### config.mk
export PLATFORM = sky130hd
export DESIGN_NAME = vending_ctrl_fsm
export DESIGN_NICKNAME = d
export VERILOG_FILES = /design/src/rtl/vm_pkg.sv /design/src/rtl/vm_timer.sv /design/src/rtl/vending_ctrl_fsm.sv
export SDC_FILE = /design/constraint.sdc
export NUM_CORES = 1
export LEC_CHECK = 0
export ABC_AREA = 1
export CORE_MARGIN = 1
export CORE_UTILIZATION = 35
export DETAILED_ROUTE_END_ITERATION = 6
export GPL_ROUTABILITY_DRIVEN = 0
export PLACE_DENSITY_LB_ADDON = 0.15
export SLEW_MARGIN = 5
export SYNTH_ARGS = -nofsm -noshare
export SYNTH_HDL_FRONTEND = slang
export SYNTH_SLANG_ARGS = --single-unit
### constraint.sdc
create_clock -name clk -period 2.7 [get_ports clk]
set_clock_uncertainty 0.2 [all_clocks]
set_input_delay 0.54 -clock clk [delete_from_list [all_inputs] [get_ports clk]]
set_output_delay 0.54 -clock clk [all_outputs]
set_load 0.01 [all_outputs]
### src/rtl/vm_pkg.sv
// Shared definitions for the vending-machine controller and its datapath:
// state codes decoded by the calculation block, and the item price table.
package vm_pkg;

    localparam int STATE_W = 4;

    localparam logic [STATE_W-1:0] ST_IDLE     = 4'b0000;
    localparam logic [STATE_W-1:0] ST_SEL      = 4'b0001;
    localparam logic [STATE_W-1:0] ST_QTY      = 4'b0011;
    localparam logic [STATE_W-1:0] ST_PAY      = 4'b0010;
    localparam logic [STATE_W-1:0] ST_DISP     = 4'b0110;
    localparam logic [STATE_W-1:0] ST_DONE     = 4'b0100;
    localparam logic [STATE_W-1:0] ST_REFUND   = 4'b0101;
    localparam logic [STATE_W-1:0] ST_A_SEL    = 4'b1101;
    localparam logic [STATE_W-1:0] ST_A_QTY    = 4'b1111;
    localparam logic [STATE_W-1:0] ST_A_COMMIT = 4'b1011;
    localparam logic [STATE_W-1:0] ST_A_CLEAR  = 4'b1110;

    typedef enum logic [STATE_W-1:0] {
        S_IDLE     = ST_IDLE,
        S_SEL      = ST_SEL,
        S_QTY      = ST_QTY,
        S_PAY      = ST_PAY,
        S_DISP     = ST_DISP,
        S_DONE     = ST_DONE,
        S_REFUND   = ST_REFUND,
        S_A_SEL    = ST_A_SEL,
        S_A_QTY    = ST_A_QTY,
        S_A_COMMIT = ST_A_COMMIT,
        S_A_CLEAR  = ST_A_CLEAR
    } state_t;

    localparam int PRICE_W = 7;
    localparam int N_ITEMS = 4;
    localparam logic [PRICE_W-1:0] PRICE_TABLE [N_ITEMS] = '{7'd3, 7'd5, 7'd6, 7'd10};

    // States in which the shared down-counter is running.
    function automatic logic is_timed(input state_t s);
        return (s == S_PAY) || (s == S_DONE) || (s == S_REFUND);
    endfunction

endpackage

### src/rtl/vm_timer.sv
// Saturating down-counter shared by the pay timeout and the display hold.
// Cleared whenever it is not running, so it reads 0 outside the timed states.
module vm_timer #(
    parameter int CNT_W = 16
) (
    input  logic             clk,
    input  logic             rst,
    input  logic             load,
    input  logic             run,
    input  logic [CNT_W-1:0] load_val,
    output logic             zero_next
);

    logic [CNT_W-1:0] count;

    always_ff @(posedge clk) begin
        if (rst) begin
            count <= '0;
        end else if (load) begin
            count <= load_val;
        end else if (run) begin
            if (count != '0) begin
                count <= count - 1'b1;
            end
        end else begin
            count <= '0;
        end
    end

    // High when this cycle's decrement lands on (or is already at) zero.
    assign zero_next = (count <= CNT_W'(1));

endmodule

### src/rtl/vending_ctrl_fsm.sv
// Vending-machine sequencer: customer and admin flows, pay timeout, and
// registered one-shot dispense/refund pulses driven alongside the state code.
module vending_ctrl_fsm
    import vm_pkg::*;
#(
    parameter int PAY_TIMEOUT = 1000,
    parameter int SHOW_CYC    = 200,
    parameter int CNT_W       = 16
) (
    input  logic         clk,
    input  logic         rst,
    input  logic         confirm,
    input  logic         cancel,
    input  logic         admin_key,
    input  logic         coin_any,
    input  logic         sold_out,
    input  logic [6:0]   sum,
    input  logic [6:0]   money,
    output logic [3:0]   state,
    output logic         dispense,
    output logic         refund,
    output logic         busy
);

    state_t           state_q;
    state_t           state_d;
    logic             dispense_q;
    logic             refund_q;
    logic             busy_q;
    logic             paid;
    logic             tmr_load;
    logic             tmr_run;
    logic             tmr_end;
    logic [CNT_W-1:0] tmr_val;

    assign paid = (sum >= money) && (money != '0);

    vm_timer #(.CNT_W(CNT_W)) u_timer (
        .clk       (clk),
        .rst       (rst),
        .load      (tmr_load),
        .run       (tmr_run),
        .load_val  (tmr_val),
        .zero_next (tmr_end)
    );

    always_comb begin
        state_d = state_q;
        case (state_q)
            S_IDLE: begin
                if (admin_key)    state_d = S_A_SEL;
                else if (confirm) state_d = S_SEL;
            end
            S_SEL: begin
                if (cancel)                    state_d = S_IDLE;
                else if (confirm && !sold_out) state_d = S_QTY;
            end
            S_QTY: begin
                if (cancel)       state_d = S_SEL;
                else if (confirm) state_d = S_PAY;
            end
            // Payment completion outranks cancel; a coin outranks expiry.
            S_PAY: begin
                if (paid)                      state_d = S_DISP;
                else if (cancel)               state_d = S_REFUND;
                else if (!coin_any && tmr_end) state_d = S_REFUND;
            end
            S_DISP:   state_d = S_DONE;
            S_DONE: begin
                if (confirm || tmr_end) state_d = S_IDLE;
            end
            S_REFUND: begin
                if (tmr_end) state_d = S_IDLE;
            end
            S_A_SEL: begin
                if (!admin_key)   state_d = S_IDLE;
                else if (cancel)  state_d = S_A_CLEAR;
                else if (confirm) state_d = S_A_QTY;
            end
            S_A_QTY: begin
                if (!admin_key)   state_d = S_IDLE;
                else if (cancel)  state_d = S_A_SEL;
                else if (confirm) state_d = S_A_COMMIT;
            end
            // One-shot commit codes always finish before the key is honoured.
            S_A_COMMIT, S_A_CLEAR: state_d = S_A_SEL;
            default:               state_d = S_IDLE;
        endcase

        tmr_load = 1'b0;
        tmr_val  = '0;
        tmr_run  = is_timed(state_d);
        if (state_d == S_PAY && (state_q != S_PAY || coin_any)) begin
            tmr_load = 1'b1;
            tmr_val  = CNT_W'(PAY_TIMEOUT);
        end else if ((state_d == S_DONE || state_d == S_REFUND) && state_d != state_q) begin
            tmr_load = 1'b1;
            tmr_val  = CNT_W'(SHOW_CYC);
        end
    end

    always_ff @(posedge clk) begin
        if (rst) begin
            state_q    <= S_IDLE;
            dispense_q <= 1'b0;
            refund_q   <= 1'b0;
            busy_q     <= 1'b0;
        end else begin
            state_q    <= state_d;
            dispense_q <= (state_d == S_DISP);
            refund_q   <= (state_d == S_REFUND) && (state_q != S_REFUND);
            busy_q     <= (state_d != S_IDLE);
        end
    end

    assign state    = state_q;
    assign dispense = dispense_q;
    assign refund   = refund_q;
    assign busy     = busy_q;

endmodule
* After elaboration in Yosys (flattened, before gate mapping) *
Cells that the tools add are included.

storage, ports and cells
  bits in registers = 23
  bits of input ports = 21
  output and inout port bits = 7
  word-level logic and storage cells = 69

cells by class
  add/sub/neg operators = 1
  magnitude comparators = 2
  equality and inequality tests = 18
  mux-type cells = 25
  reductions and logical operators = 18

operators by type and width
  operator                                                number
  2-to-1 mux 4 bit                                        17
  2-to-1 mux 16 bit                                       3
  case mux 4 bit (10 select lines)                        1
  == test 4 x 3 -> 1 bit (second input constant)          6
  == test 4 bit (second input constant)                   4
  <= comparator 16 x 1 -> 1 bit (second input constant)   1
  nonzero test 16 bit                                     1
  subtractor 16 x 1 -> 16 bit (second input constant)     1
  == test 4 x 2 -> 1 bit (second input constant)          3
  2-to-1 mux 10 bit                                       1
  2-to-1 mux 8 bit                                        1
  greater-or-equal comparator 7 bit                       1
  nonzero test 7 bit                                      1
  logical AND 1 bit                                       6
  logical OR 1 bit                                        5
  == test 4 x 1 -> 1 bit (second input constant)          1
  zero test 4 bit                                         1
  inequality test 4 x 2 -> 1 bit (second input constant)  1
  inequality test 4 x 3 -> 1 bit (second input constant)  1
  inequality test 4 bit                                   1
  nonzero test 4 bit                                      1
  inequality test 3 x 2 -> 1 bit (second input constant)  1
  zero test 1 bit                                         2
  2-to-1 mux 1 bit                                        2
  OR reduction 2 bit                                      1

* Depth between registers and ports, before layout *
  depth in word-level cells = 12
  mapped depth = 19
  depth with buffers taken out = 19

* Cells and area by module *
A second synthesis with hierarchy kept.

unflattened totals
  cell total of the unflattened synthesis = 326
  area, all modules = 2079.5 µm²

by module, submodules not included
  module            instances  cells each  area an instance (µm²)  sequential area each (µm²)
  vm_timer          1          177         1167.4                  320.3
  vending_ctrl_fsm  1          149         912.1                   140.1

* Worst setup path before layout *
No wires, ideal clock.

  path kind = in2reg
  start point = in money[6]
  end point = reg u_timer.count[14]
  setup time = 117 ps
  data arrival time = 2134 ps
  required time = 2383 ps
  setup slack = 250 ps
  stages on the path = 16
  buffers on the path = 0
  cell sequence = inv_1 > ha_1 > nand2_1 > inv_1 > a21oi_1 > nand3_1 > nand2_1 > nand2_1 > a21boi_4 > nand3_4 > inv_2 > nand2_4 > nand2_4 > clkinv_2 > nand3_4 > nor2_2

between the ends
  word-level cells in the longest chain between the ends = 10
  elaborated cells on any way between the ends = 19
  those cells by class = order compare: 1; eq/ne: 5; mux: 6; reduce/logical: 7

RTL lines
  item                                                                                         RTL line                              RTL
  start: declaration                                                                           vending_ctrl_fsm.sv:18                input logic [6:0] money,
  greater-or-equal comparator 7 bit / nonzero test 7 bit (equally long branches)               vending_ctrl_fsm.sv:36                assign paid = (sum >= money) && (money != '0);
  logical AND 1 bit *                                                                          vending_ctrl_fsm.sv:36
  2-to-1 mux 4 bit *                                                                           vending_ctrl_fsm.sv:64                if (paid) state_d = S_DISP;
  case mux 4 bit (10 select lines) *                                                           vending_ctrl_fsm.sv:49                case (state_q)
  == test 4 x 3 -> 1 bit                                                                       vm_pkg.sv:39, vending_ctrl_fsm.sv:96
  logical OR 1 bit                                                                             vending_ctrl_fsm.sv:96                end else if ((state_d == S_DONE || state_d == S_REFUND) && state_d != state_q) begin
  logical AND 1 bit                                                                            vending_ctrl_fsm.sv:96
  2-to-1 mux 1 bit                                                                             vending_ctrl_fsm.sv:96
  2-to-1 mux 1 bit                                                                             vending_ctrl_fsm.sv:93                if (state_d == S_PAY && (state_q != S_PAY || coin_any)) begin
  inequality test 3 x 2 -> 1 bit (no source line) / 2-to-1 mux 16 bit (equally long branches)  n/a
  end signal: assignment                                                                       vm_timer.sv:20                        count <= load_val;
  end signal: assignment                                                                       vm_timer.sv:23                        count <= count - 1'b1;
  end: declaration                                                                             vm_timer.sv:14                        logic [CNT_W-1:0] count;

Every way passes the cells marked *; elsewhere a longest branch is shown, timed or not.
A chain may end at the register's enable or synchronous reset.

* Worst setup path after layout *
  start point = in money[6]
  end point = reg u_timer.count[9]

Same word-level chain as after synthesis.

==> run metrics <==
status=completed; unique cell type count in the Yosys netlist=36; Crit Path Class=input port to flip-flop; IO Pins=28; crit path DAT=2540 ps; power density cells=1323 nW/um^2; commonest non-fill, non-tap cell in the layout=nand2_1; CTS tree=done; ANT nets after route=0; Initial DRC Count=68; total track usage=17.01%; DP Area=2471 sq um; Hold Path Class=flip-flop to flip-flop; Post-DP HPWL=3.509 mm; post-synthesis register bit count=23; f_max=0.3877 GHz; Yosys top cell by area=dfxtp_1; crit start category=input port; wire per inst=11.46 microns; drc violations=0; total CTS buffers=3; Cell Area, Synth=1997 sq um; Final setup viols=0; top post-synthesis cells by area=dfxtp_1, nand2_1, nor2_1, ha_1, inv_1; crit share post-route=95.52%; Max Slew Vio Count=0; Avg Vias per Cell=4.525; Max-Cap Viols=0; gr ovfl total=0; share of cells above drive strength 1=29.97%; drt pass-1 iters=4; Mapped Cells=294; Crit Path Max Fanout=7; first-pass GRT wire length=8.355 mm; Max-slew headroom=67.72%; worst-skew pair later-pin latency=270 ps; setup TNS=0 ps; Seq/Total Area, Yosys=23.06%; initial core utilization=36.26%; leakage=1.332 nW; Die Ht=77.54 microns; Max VDD drop=505.5 uV; area grow syn2layout=36.84%; Die Span X=77.54 microns; Routed WL=4.803 mm; Final Hold Vio Count=0; Synth Area per Inst=6.792 sq um; initial antenna violation count=0; Antenna Cells=0; endpoint type of the worst setup path=flip-flop; highest-count cells in the layout ignoring fill and taps=nand2_1, nor2_1, buf_4; vias in the first global route=1,847; row count=27; yosys warns=0; hold slack=373.0 ps; min Tclk post-route=2579 ps; total die area=6012 sq um; post-synth top area share=23.06%; routed via count=1,896; Root Buffer=clkbuf_8; Sink Count=23; data required time of the worst path=2660 ps; Fill cells=555; core footprint=5507 sq um; Worst-Margin Slew=480.5 ps; design area=2733 sq um; H-tree depth=1; Clock Path Buffers=2; hold_buf cts=0; largest net degree at the start of global routing=14; port buffer count=27; nets=379; Reg clk slew, reported paths=80 ps; Net Count, Synth=325
## layout make-up
| class | count | area [sq um] | area share (%) |
|---|---|---|---|
| inverters | 38 | 150.1 | 5.495 |
| clock inverters | 1 | 5.005 | 0.1832 |
| well taps | 72 | 90.09 | 3.297 |
| flip-flops and latches | 23 | 460.4 | 16.85 |
| clock buffers | 3 | 41.29 | 1.511 |
| multi-input cells | 229 | 1508 | 55.17 |
| repair buffers | 53 | 478.0 | 17.49 |
## logic make-up (layout without fill, tap and decap cells)
kind of cell / Yosys count / count (layout) / share of synthesized area [%]
XOR/XNOR: 13 / 13 / 5.702
adder cells (fa/ha/maj): 10 / 10 / 6.266
AO/OA/AOI/OAI: 23 / 23 / 7.268
buffers and inverters: 42 / 95 / 9.022
AND/OR/NAND/NOR: 183 / 183 / 48.68
flip-flops: 23 / 23 / 23.06
## layer usage
layer  routed length, microns  global-route usage [%]
met1                     2450                   24.41
met4                       57                   3.774
met2                     2084                   26.64
met5                        0                       0
met3                      210                   2.471
## path summary, 6_finish.rpt
check,startpoint,endpoint,slack [ps],cells after the start
max,money[6],u_timer.count[9],120,15
min,u_timer.count[10],u_timer.count[10],370,2
max reg2reg,u_timer.count[1],u_timer.count[9],210,16
min reg2reg,u_timer.count[10],u_timer.count[10],370,2
## per-stage QoR
step                util, %  power, mW  std cells  setup slack (ps)
floorplan                 -      2.609        294             249.6
global placement      44.88      3.224        407            -458.7
detailed placement    44.88      3.203        407            -457.0
CTS                   48.17      3.567        418             12.76
global route          49.63      3.984        419            -45.33
finish                49.63      3.614        419             120.9
## repair_timing
item | 4_1_cts | 5_1_grt
buffers inserted | 7 | 1
hold endpoints to repair | 0 | 0
pin swaps | 24 | 18
resized for setup | 30 | 21
setup endpoints to repair | 15 | 15
## sequential cells by signal (all words and copies together), names as in the netlist
| register | count |
|---|---|
| u_timer.count | 16 |
| refund | 1 |
| state | 4 |
| dispense | 1 |
| busy | 1 |
## worst max-delay path: stages
cell,delay (ps)
dlygate4sd2_1,210
inv_1,50
ha_1,290
nand2_1,110
inv_2,50
a21oi_2,140
nand3_2,110
nand2_4,110
nand2_4,70
a21boi_4,220
nand3_4,140
nand2_8,120
nand4_1,190
nand2_1,130
nor2_1,40
## synth_stat cells
cell type and count:
nor2_4 8, xnor2_1 5, dfxtp_1 23, nand2_1 66, o21ai_1 3, nand2_2 6, a21boi_4 1, nor4_2 1
buf_4 1, o21ai_2 1, nor3_1 10, a21oi_1 7, inv_4 1, o21bai_1 2, nand3_2 4, a31oi_1 1
a21oi_2 1, inv_2 6, buf_6 2, clkinv_2 1, ha_1 10, xor2_1 8, o21ai_0 6, nor2_8 1
nor2_1 45, inv_1 30, nor2_2 11, nand2_8 1, nand3_4 2, nand3b_1 1, nand4_1 4, or3_1 2
nand3_1 16, clkbuf_1 1, o21a_1 1, nand2_4 5
## power breakdown
| group | internal (mW) | total [mW] | switching [mW] |
|---|---|---|---|
| clock network | 0.103 | 0.222 | 0.118 |
| registers | 0.460 | 0.615 | 0.155 |
| logic | 1.16 | 2.78 | 1.61 |
| total | 1.73 | 3.61 | 1.89 |
(Power assumes the default switching activity.)
